## config.mk

```make
export PLATFORM = sky130hd
export DESIGN_NAME = grant_tracker
export DESIGN_NICKNAME = d
export VERILOG_FILES = /design/src/rtl/grant_tracker_pkg.sv /design/src/rtl/onehot_encode.sv /design/src/rtl/grant_tracker.sv
export SDC_FILE = /design/constraint.sdc
export NUM_CORES = 1
export LEC_CHECK = 0
export CAP_MARGIN = 20
export CORE_ASPECT_RATIO = 1.75
export CORE_MARGIN = 2
export CORE_UTILIZATION = 25
export DETAILED_ROUTE_END_ITERATION = 16
export PLACE_DENSITY = 0.52
export SLEW_MARGIN = 0
export SYNTH_ARGS = -nofsm -noshare
export SYNTH_HDL_FRONTEND = slang
export SYNTH_HIERARCHICAL = 1
export SYNTH_SLANG_ARGS = --single-unit
```

## constraint.sdc

```tcl
create_clock -name clk -period 1.8 [get_ports clk]
set_input_delay 0.36 -clock clk [delete_from_list [all_inputs] [get_ports clk]]
set_output_delay 0.36 -clock clk [all_outputs]
set_load 0.1 [all_outputs]
```

## src/rtl/grant_tracker_pkg.sv

```systemverilog
// Shared parameters and slot-state type for the grant tracker.
package grant_tracker_pkg;
  localparam int unsigned N     = 8;
  localparam int unsigned IDX_W = 3;
  localparam int unsigned CNT_W = 8;

  typedef enum logic {
    EMPTY = 1'b0,
    FULL  = 1'b1
  } slot_state_t;
endpackage

```

## src/rtl/onehot_encode.sv

```systemverilog
// One-hot to binary encoder; also reports whether the input is exactly one-hot.
module onehot_encode
  import grant_tracker_pkg::*;
(
  input  logic [N-1:0]     vec,
  output logic [IDX_W-1:0] idx,
  output logic             is_onehot
);
  logic [IDX_W:0] ones;

  always_comb begin
    idx  = '0;
    ones = '0;
    for (int unsigned i = 0; i < N; i++) begin
      if (vec[i]) begin
        idx  = idx | IDX_W'(i);
        ones = ones + (IDX_W+1)'(1);
      end
    end
    is_onehot = (ones == (IDX_W+1)'(1));
  end
endmodule

```

## src/rtl/grant_tracker.sv

```systemverilog
// Sticky request tracker feeding a priority arbiter; forwards each granted
// index to a consumer through a single-entry valid/ready slot.
module grant_tracker
  import grant_tracker_pkg::*;
(
  input  logic             clk,
  input  logic             reset,
  input  logic [N-1:0]     req_pulse,
  output logic [N-1:0]     pending,
  input  logic [N-1:0]     grant,
  output logic             idx_valid,
  output logic [IDX_W-1:0] idx,
  input  logic             idx_ready,
  output logic [CNT_W-1:0] grant_count,
  output logic             overrun,
  output logic             grant_err
);
  slot_state_t     state, state_next;
  logic [IDX_W-1:0] grant_idx;
  logic            grant_onehot;
  logic            grant_ok;
  logic            handshake;
  logic            slot_free;
  logic            take;
  logic [N-1:0]    clear;

  onehot_encode u_enc (
    .vec       (grant),
    .idx       (grant_idx),
    .is_onehot (grant_onehot)
  );

  // A grant is only consumed when the slot can accept it this cycle;
  // otherwise the bit stays pending and the arbiter re-offers it later.
  always_comb begin
    idx_valid  = (state == FULL);
    handshake  = idx_valid & idx_ready;
    slot_free  = (state == EMPTY) | handshake;
    grant_ok   = grant_onehot & ((grant & ~pending) == '0);
    take       = slot_free & grant_ok;
    clear      = take ? grant : '0;
    state_next = state;
    if (take)
      state_next = FULL;
    else if (handshake)
      state_next = EMPTY;
  end

  always_ff @(posedge clk or posedge reset) begin
    if (reset)
      state <= EMPTY;
    else
      state <= state_next;
  end

  always_ff @(posedge clk or posedge reset) begin
    if (reset) begin
      pending     <= '0;
      idx         <= '0;
      grant_count <= '0;
      overrun     <= 1'b0;
      grant_err   <= 1'b0;
    end else begin
      pending <= (pending & ~clear) | req_pulse;
      if (take)
        idx <= grant_idx;
      if (handshake)
        grant_count <= grant_count + CNT_W'(1);
      if ((req_pulse & pending & ~clear) != '0)
        overrun <= 1'b1;
      if ((grant != '0) && !grant_ok)
        grant_err <= 1'b1;
    end
  end
endmodule

```

==> impl_metrics.tcl, run 1 <==
set metrics [dict create \
    core-area_um2 6133 \
    crit_share_post_route_pct 249.4 \
    vias 1561 \
    synth.ff_latch_count 22 \
    violated_checks "negative setup slack" \
    detailed_place_hpwl_um 3799 \
    synth_sequential_area_ratio_pct 35.28 \
    synth-edff-count 0 \
    cts_hold_repair.buffers 0 \
    power_per_cell_area_nw_per_um2 1521 \
    top_layer_used "met4" \
    clkTransAtPathRegs_ps 90 \
    grt_max_degree 23 \
    yosysUniqueCellTypes 49 \
    holdCritPathClass "in -> async" \
    final-hold-violation-count 0 \
    static_leak_nw 1.323 \
    setup_viol_count_final 14 \
    clock_latency_ps 280 \
    setup-tns-final_ps -35120 \
    nets 291 \
    timing.slew.headroom_pct 70.50 \
    final_layout_size_suffix_gt1_share_pct 52.47 \
    power_mw 4.552 \
    synth-warning-count 6 \
    start_util_pct 25.44 \
    routed-wl-met2_um 2805 \
    routedLengthMet1_um 1665 \
    maxClockFrequency_mhz 222.7 \
    critical_path_maximum_fanout 3 \
    clk_root_buffer_cell "sky130_fd_sc_hd__clkbuf_8" \
    cts_buffer_depth 2 \
    post_drt_via_cell_ratio 4.551 \
    finalClockSkew_ps 12.45 \
    portBuffers 40 \
    antenna_violations_before_repair 0 \
    first_global_vias 1638 \
    start_kind "input pin" \
    yosys.area.top_type_share_pct 35.28 \
    synth.avg_cell_area_um2 9.456 \
    wirelength_um 4675 \
    period_needed_ps 4490 \
    met3_wirelength_um 151 \
    die-width_um 63.72 \
    htree_levels 1 \
    peakVddDrop_mv 0.4578 \
    synth_top_area_cell "sky130_fd_sc_hd__dfrtp_1" \
    post_synth_inst_count 165 \
    drt-pass1-iter-count 3 \
    slew_violations 0 \
    mappedNetlistArea_um2 1560 \
    mostFrequentLayoutCell "sky130_fd_sc_hd__buf_4" \
    post-route-worst-setup-slack_ps -2690 \
    max_slew.worst_pin.slew_ps 442.5 \
    route.antenna.remaining_nets 0 \
    syn_nets 192 \
    timing.critical_path.arrival_ps 4660 \
    place.gp.congestion 0.7753 \
    most_frequent_cells_in_the_layout "sky130_fd_sc_hd__buf_4 (50), sky130_fd_sc_hd__buf_12 (22), sky130_fd_sc_hd__dfrtp_1 (19)" \
    grt_first_pass_wirelength_um 7534 \
    cts_tree "done" \
    async_flop_share_pct 100.0 \
    count_of_clock_tree_sinks 22 \
    drt-initial-drc-count 63 \
    maxCapViolCount 0 \
    cell_types_with_the_largest_area_share_after_synthesis "sky130_fd_sc_hd__dfrtp_1 (35%), sky130_fd_sc_hd__ha_1 (6.4%), sky130_fd_sc_hd__nand2_1 (6.3%)" \
    crit_type "in -> reg" \
    route.detailed.drc 0 \
    crit_path_end_kind "flop" \
    floorplan.die_area_um2 6914 \
    gr-usage-all-layers_pct 13.98 \
    routed_len_inst_um 13.63 \
    io_pins 41 \
    core.rowCount 38 \
    run_status "finished with violations" \
    synthFlopType "sky130_fd_sc_hd__dfrtp_1" \
    number_of_buffers_added_by_the_clock_tree_synthesis_step 3 \
    unrepaired_setup_endpoints_after_global_routing "yes" \
    grt_overflow 0 \
    worst_ep_required_time_ps 1970 \
    syn2layout_area_growth_pct 91.82 \
    diodes 0 \
    chipHeight_um 108.5 \
]
critical path, cell delays in order:
cell and delay (ps):
sky130_fd_sc_hd__buf_8 90, sky130_fd_sc_hd__inv_8 30, sky130_fd_sc_hd__ha_4 290, sky130_fd_sc_hd__xnor2_4 120, sky130_fd_sc_hd__inv_2 60, sky130_fd_sc_hd__ha_4 280
sky130_fd_sc_hd__nand2_4 60, sky130_fd_sc_hd__o31ai_4 70, sky130_fd_sc_hd__ha_4 250, sky130_fd_sc_hd__nor2b_4 110, sky130_fd_sc_hd__nor2_1 50, sky130_fd_sc_hd__ha_1 260
sky130_fd_sc_hd__a22o_1 220, sky130_fd_sc_hd__ha_1 290, sky130_fd_sc_hd__inv_2 70, sky130_fd_sc_hd__a21oi_2 50, sky130_fd_sc_hd__ha_2 200, sky130_fd_sc_hd__buf_6 110
sky130_fd_sc_hd__a211oi_2 210, sky130_fd_sc_hd__nor3_2 70, sky130_fd_sc_hd__nor4_4 220, sky130_fd_sc_hd__o2111ai_2 140, sky130_fd_sc_hd__or3_4 360, sky130_fd_sc_hd__o311a_1 310
sky130_fd_sc_hd__nor4_2 290, sky130_fd_sc_hd__nand3_1 100
cell families (layout without fill, tap and decap cells):
family | count (synthesis) | count (layout) | synth area share (%)
adder cells (fa/ha/maj) | 8 | 8 | 6.416
AND/OR/NAND/NOR | 65 | 65 | 22.37
AO/OA/AOI/OAI | 34 | 34 | 16.12
flip-flops | 22 | 22 | 35.28
buffers and inverters | 15 | 113 | 4.411
multiplexers | 4 | 4 | 2.887
XOR/XNOR | 17 | 17 | 12.51
layout make-up:
class | count | area, µm²
sequential | 22 | 554.3
tap | 80 | 100.1
clock inverter | 1 | 30.03
timing repair buffer | 99 | 1102
fill | 545 | 3141
clock buffer | 3 | 41.29
inverter | 10 | 50.05
multi-input combinational | 128 | 1115
registers in the layout, summed over array words and instances (netlist names):
register     flops
pending          8
overrun          1
idx_valid        1
idx              3
grant_err        1
grant_count      8
worst paths after layout:
check                                from             end  slack [ps]  cells past startpoint
max                              grant[0]         overrun       -2690                     26
min                                 reset  grant_count[7]         410                      3
max reg2reg                    pending[1]         overrun         -40                      6
min reg2reg                grant_count[0]  grant_count[0]         540                      1
max in group asynchronous           reset  grant_count[0]        1120                      3
min in group clk                 grant[0]      pending[0]         510                      4
where the power goes:
group	internal [mW]	total, mW	leakage, nW	switching [mW]
sequential	0.645	0.827	0.232	0.182
clock	0.298	0.482	0.0357	0.184
combinational	1.44	3.24	1.05	1.80
cells in the mapped netlist, drive strengths merged (2+ instances only):
cell type / instances
a21oi: 9
dfrtp: 22
nand2b: 3
clkbuf: 2
xor3: 2
and2: 2
nor2: 10
nand2: 26
inv: 10
nor3: 2
ha: 8
nor4: 5
o221ai: 2
buf: 3
or4: 3
xor2: 9
mux2: 4
nand3: 7
o31ai: 2
xnor2: 5
a31oi: 3
a21o: 9
metal layers:
layer  vias up  GRT usage (%)
met5         -              0
met1       738          13.29
met4         0          4.193
met2        33          29.92
li1        784              -
met3         6          1.457
through the flow:
stage               setup slack [ps]  instances  util [%]  hold WS [ps]  instance area, µm²
finish                         -2690        343     48.80         408.9                2993
global route                   -2922        343     48.80         461.9                2993
CTS                            -2810        341     47.55         424.4                2917
detailed placement             -3731        329     44.00         524.4                2699
global placement               -3613        329     44.00         513.3                2699
floorplan                      -2872        165         -         349.0                1644
what timing repair did:
| item | 4_1_cts | 5_1_grt |
|---|---|---|
| endpoints found under the setup margin | 14 | 14 |
| endpoints found under the hold margin | 0 | 0 |
| pin swaps | 15 | 4 |
| buffers inserted | 9 | 2 |
| gates resized for setup | 41 | 12 |
(Power assumes the default switching activity.)
==> run 2: changes to the inputs <==
Settings changed: CORE_UTILIZATION 25 to 35, PLACE_DENSITY 0.52 to 0.67.
==> impl_metrics.tcl, run 2 (synthesis results as in run 1) <==
set metrics [dict create \
    worst_ep_required_time_ps 1950 \
    max_slew.worst_pin.slew_ps 326.5 \
    chipHeight_um 92.33 \
    dpl-instance-area_um2 2640 \
    post-route-cell-area_um2 2932 \
    portBuffers 40 \
    vias 1610 \
    r2r_setup_slack_ps 10 \
    core-area_um2 4364 \
    core.rowCount 32 \
    start_kind "input pin" \
    maxClockFrequency_mhz 217.6 \
    area_of_all_sequential_standard_cells_um2 554.3 \
    r2r.worst_path.cells 6 \
    syn2layout_area_growth_pct 87.89 \
    grt_first_pass_wirelength_um 7431 \
    die-width_um 54.47 \
    antenna_violations_before_repair 0 \
    number_of_buffers_added_by_the_clock_tree_synthesis_step 3 \
    drt-initial-drc-count 23 \
    cts_tree "done" \
    route.detailed.drc 0 \
    final-hold-violation-count 0 \
    r2r_end "overrun" \
    run_status "finished with violations" \
    nets 291 \
    switching_power_mw 2.167 \
    diodes 0 \
    count_of_clock_tree_sinks 22 \
    finalClockSkew_ps 4.214 \
    gr-usage-all-layers_pct 19.95 \
    internal_power_of_the_cells_mw 2.360 \
    slew_violations 0 \
    floorplan.die_area_um2 5029 \
    crit_share_post_route_pct 255.3 \
    clk_pwr_share_pct 7.9 \
    fill_cells 328 \
    cts_buffer_depth 2 \
    largest_registers "grant_count x8, pending x8, idx x3" \
    power_per_cell_area_nw_per_um2 1544 \
    p_seq_share_pct 18.2 \
    most_frequent_cells_in_the_layout "sky130_fd_sc_hd__buf_4 (48), sky130_fd_sc_hd__buf_12 (22), sky130_fd_sc_hd__dfrtp_1 (19)" \
    mostFrequentLayoutCell "sky130_fd_sc_hd__buf_4" \
    netSwitchingFraction_pct 47.87 \
    start_util_pct 35.75 \
    static_leak_nw 1.303 \
    detailed_place_hpwl_um 3324 \
    clock_latency_ps 270 \
    violated_checks "negative setup slack" \
    placement.setup.worst_slack_ps -3744 \
    final_layout_size_suffix_gt1_share_pct 52.09 \
    power_mw 4.528 \
    htree_levels 1 \
    post-route-worst-setup-slack_ps -2795 \
    unrepaired_setup_endpoints_after_global_routing "yes" \
    drt-pass1-iter-count 4 \
    crit_path_end_kind "flop" \
    peakVddDrop_mv 1.619 \
    period_needed_ps 4595 \
    combinationalPowerShare_pct 73.8 \
    wirelength_um 4357 \
    timing.critical_path.arrival_ps 4740 \
    io_pins 41 \
    critical_path_maximum_fanout 8 \
    setup_viol_count_final 14 \
    finalHoldWorstSlack_ps 428.1 \
    routed_len_inst_um 13.88 \
    crit_type "in -> reg" \
    place.gp.congestion 0.8257 \
    clk_root_buffer_cell "sky130_fd_sc_hd__clkbuf_8" \
    grt_max_degree 23 \
    maxCapViolCount 0 \
    r2r-start "pending[1]" \
    holdCritPathClass "in -> async" \
    timing.slew.headroom_pct 78.23 \
    clkTransAtPathRegs_ps 80 \
    grt_overflow 0 \
    route.antenna.remaining_nets 0 \
    first_global_vias 1677 \
    post_drt_via_cell_ratio 5.127 \
    multi_input_area_um2 1099 \
]
-- run 2: worst max path at each step --
stage,startpoint,to,slack [ps]
after floorplan,grant[0],overrun,-2870
after global placement,grant[0],overrun,-3560
after detailed placement,grant[0],overrun,-3740
after CTS,grant[0],overrun,-2800
after global routing,grant[0],overrun,-3020
final,grant[0],overrun,-2800
-- run 2: worst max-delay path, stage by stage --
cell and delay (ps):
sky130_fd_sc_hd__buf_8 90, sky130_fd_sc_hd__inv_8 30, sky130_fd_sc_hd__ha_4 290, sky130_fd_sc_hd__xnor2_4 120, sky130_fd_sc_hd__inv_2 60, sky130_fd_sc_hd__ha_4 280, sky130_fd_sc_hd__nand2_4 50, sky130_fd_sc_hd__o31ai_4 50
sky130_fd_sc_hd__ha_1 280, sky130_fd_sc_hd__nor2b_2 140, sky130_fd_sc_hd__nor2_1 50, sky130_fd_sc_hd__ha_1 260, sky130_fd_sc_hd__a22o_1 230, sky130_fd_sc_hd__ha_1 280, sky130_fd_sc_hd__inv_2 80, sky130_fd_sc_hd__a21oi_4 60
sky130_fd_sc_hd__ha_4 170, sky130_fd_sc_hd__buf_6 100, sky130_fd_sc_hd__a211oi_2 220, sky130_fd_sc_hd__nor3_2 60, sky130_fd_sc_hd__nor4_2 260, sky130_fd_sc_hd__o2111ai_2 170, sky130_fd_sc_hd__buf_4 170, sky130_fd_sc_hd__nor4_4 190
sky130_fd_sc_hd__buf_6 190, sky130_fd_sc_hd__a21oi_1 80, sky130_fd_sc_hd__nor4_2 290, sky130_fd_sc_hd__nand3_1 100
-- run 2: layer usage --
metal / up-vias / global-route usage (%) / wire, µm
li1: 783 / - / -
met1: 766 / 23.03 / 1675
met2: 48 / 34.54 / 2386
met3: 13 / 2.742 / 140
met4: 0 / 8.958 / 155
met5: - / 0 / 0
-- run 2: layout make-up --
class	instances	area share [%]
clock buffers	4	1.878
inverters	10	1.707
multi-input cells	128	37.47
flip-flops and latches	22	18.91
well taps	51	2.177
repair buffers	99	37.86
-- run 2: through the flow --
| stage | setup TNS, ps | instances | util [%] |
|---|---|---|---|
| floorplan | -36930 | 165 | - |
| global placement | -46060 | 297 | 60.49 |
| detailed placement | -48240 | 297 | 60.49 |
| CTS | -37000 | 313 | 65.91 |
| global route | -40440 | 314 | 67.17 |
| finish | -37300 | 314 | 67.17 |
-- run 2: what timing repair did --
| action | in CTS | in global routing |
|---|---|---|
| hold buffers | 0 | 0 |
| resized for setup | 43 | 9 |
| pin swaps | 14 | 2 |
| buffers inserted | 12 | 1 |
| setup endpoints to repair | 14 | 14 |
-- run 2: power by group through the flow --
stage | Combinational [mW] | Sequential [mW] | Clock [mW]
after global placement | 2.85 | 0.831 | 0
after floorplan | 0.713 | 1.82 | 0
final | 3.34 | 0.826 | 0.360
after detailed placement | 2.88 | 0.839 | 0
after CTS | 3.23 | 0.830 | 0.367
after global routing | 3.51 | 0.850 | 0.380
==> run 3: changes to the inputs <==
Settings changed: MAX_ROUTING_LAYER set to met4.
==> impl_metrics.tcl, run 3 (synthesis results as in run 1) <==
set metrics [dict create \
    drt-initial-drc-count 20 \
    placement.setup.worst_slack_ps -3744 \
    cts_buffer_depth 2 \
    finalNonFillerCells 314 \
    portBuffers 40 \
    largest_registers "grant_count x8, pending x8, idx x3" \
    maxClockFrequency_mhz 217.8 \
    cts_hold_repair.buffers 0 \
    numPlacedInstances 297 \
    route.antenna.remaining_nets 0 \
    timing.slew.headroom_pct 78.23 \
    fill_cells 328 \
    htree_levels 1 \
    wirelength_um 4330 \
    maxCapViolCount 0 \
    grt.met2_usage_pct 34.54 \
    mostFrequentLayoutCell "sky130_fd_sc_hd__buf_4" \
    grt_first_pass_wirelength_um 7438 \
    run_status "finished with violations" \
    worst_ep_required_time_ps 1950 \
    detailed_place_hpwl_um 3324 \
    critical_path_maximum_fanout 8 \
    critical_path.startpoint "grant[0]" \
    count_of_clock_tree_sinks 22 \
    most_frequent_cells_in_the_layout "sky130_fd_sc_hd__buf_4 (48), sky130_fd_sc_hd__buf_12 (22), sky130_fd_sc_hd__dfrtp_1 (19)" \
    first_global_vias 1675 \
    area_of_all_sequential_standard_cells_um2 554.3 \
    drt-pass1-iter-count 4 \
    grt.busiest_layer "met2" \
    core.rowCount 32 \
    syn2layout_area_growth_pct 87.89 \
    place.gp.congestion 0.8382 \
    static_leak_nw 1.303 \
    core-area_um2 4364 \
    peakVddDrop_mv 1.619 \
    start_util_pct 35.75 \
    diodes 0 \
    crit_type "in -> reg" \
    max_slew.worst_pin.slew_ps 325.5 \
    io_pins 41 \
    gr-usage-met1_pct 23.24 \
    clk_root_buffer_cell "sky130_fd_sc_hd__clkbuf_8" \
    setup_viol_count_final 14 \
    post-route-worst-setup-slack_ps -2791 \
    clkTransAtPathRegs_ps 80 \
    nets 291 \
    dpl-instance-area_um2 2640 \
    power_per_cell_area_nw_per_um2 1543 \
    gr-usage-all-layers_pct 20.49 \
    slew_violations 0 \
    antenna_violations_before_repair 0 \
    final_layout_size_suffix_gt1_share_pct 52.09 \
    final_core_utilization_pct 67.17 \
    routed_len_inst_um 13.79 \
    grt_overflow 0 \
    clock_latency_ps 270 \
    chipHeight_um 92.33 \
    holdCritPathClass "in -> async" \
    final-hold-violation-count 0 \
    period_needed_ps 4591 \
    grt_max_degree 23 \
    power_mw 4.524 \
    route.detailed.drc 0 \
    start_kind "input pin" \
    unrepaired_setup_endpoints_after_global_routing "yes" \
    met3_usage_pct 2.581 \
    crit_share_post_route_pct 255.1 \
    timing.critical_path.arrival_ps 4740 \
    crit_path_end_kind "flop" \
    r2r-start "pending[1]" \
    multi_input_area_um2 1099 \
    finalClockSkew_ps 4.300 \
    post_drt_via_cell_ratio 5.127 \
    vias 1610 \
    die-width_um 54.47 \
    cts_tree "done" \
    violated_checks "negative setup slack" \
    post-route-cell-area_um2 2932 \
    floorplan.die_area_um2 5029 \
    number_of_buffers_added_by_the_clock_tree_synthesis_step 3 \
]
## run 3: cell counts in the layout (fill, tap and decap cells not counted)
No cell type changed its count.
## run 3: what timing repair did
item	in CTS	in global routing
gates cloned	0	0
endpoints found under the setup margin	14	14
pin swaps	14	2
hold endpoints to repair	0	0
setup buffers	12	1
resized for setup	43	9
## run 3: worst paths after layout
check | endpoint | slack (ps) | cells after the start
worst max-delay path | overrun | -2790 | 28
worst min-delay path | grant_count[5] | 430 | 3
worst max register to register | overrun | 10 | 6
worst min register to register | grant_count[7] | 530 | 1
max in group asynchronous | grant_count[1] | 1130 | 3
min in group clk | grant_count[7] | 530 | 1
## run 3: layout make-up
cell class | count | area share, %
clock buffers | 4 | 1.878
well taps | 51 | 2.177
repair buffers | 99 | 37.86
multi-input cells | 128 | 37.47
inverters | 10 | 1.707
flip-flops and latches | 22 | 18.91
## run 3: per-stage QoR
step | TNS, ps | hold slack, ps
floorplan | -36930 | 349.0
global placement | -46060 | 515.8
detailed placement | -48240 | 522.2
CTS | -37000 | 436.8
global route | -40440 | 489.1
finish | -37250 | 427.9
## run 3: per-layer routing
metal  vias up  part of all wire (%)
li1        781                     -
met1       765                    38
met2        51                    55
met3        13                   3.6
met4         0                   3.4
met5         -                     0
## run 3: where the power goes
group	switching (mW)	internal (mW)	total [mW]	leakage [nW]
logic	1.82	1.52	3.34	1.04
registers	0.181	0.645	0.826	0.232
clock network	0.165	0.195	0.360	0.0288
## run 3: worst max-delay path: stages
cell                        delay, ps
sky130_fd_sc_hd__buf_8             90
sky130_fd_sc_hd__inv_8             30
sky130_fd_sc_hd__ha_4             290
sky130_fd_sc_hd__xnor2_4          120
sky130_fd_sc_hd__inv_2             60
sky130_fd_sc_hd__ha_4             280
sky130_fd_sc_hd__nand2_4           50
sky130_fd_sc_hd__o31ai_4           60
sky130_fd_sc_hd__ha_1             280
sky130_fd_sc_hd__nor2b_2          140
sky130_fd_sc_hd__nor2_1            50
sky130_fd_sc_hd__ha_1             260
sky130_fd_sc_hd__a22o_1           220
sky130_fd_sc_hd__ha_1             280
sky130_fd_sc_hd__inv_2             80
sky130_fd_sc_hd__a21oi_4           60
sky130_fd_sc_hd__ha_4             170
sky130_fd_sc_hd__buf_6            100
sky130_fd_sc_hd__a211oi_2         220
sky130_fd_sc_hd__nor3_2            60
sky130_fd_sc_hd__nor4_2           260
sky130_fd_sc_hd__o2111ai_2        170
sky130_fd_sc_hd__buf_4            170
sky130_fd_sc_hd__nor4_4           190
sky130_fd_sc_hd__buf_6            190
sky130_fd_sc_hd__a21oi_1           80
sky130_fd_sc_hd__nor4_2           290
sky130_fd_sc_hd__nand3_1          100
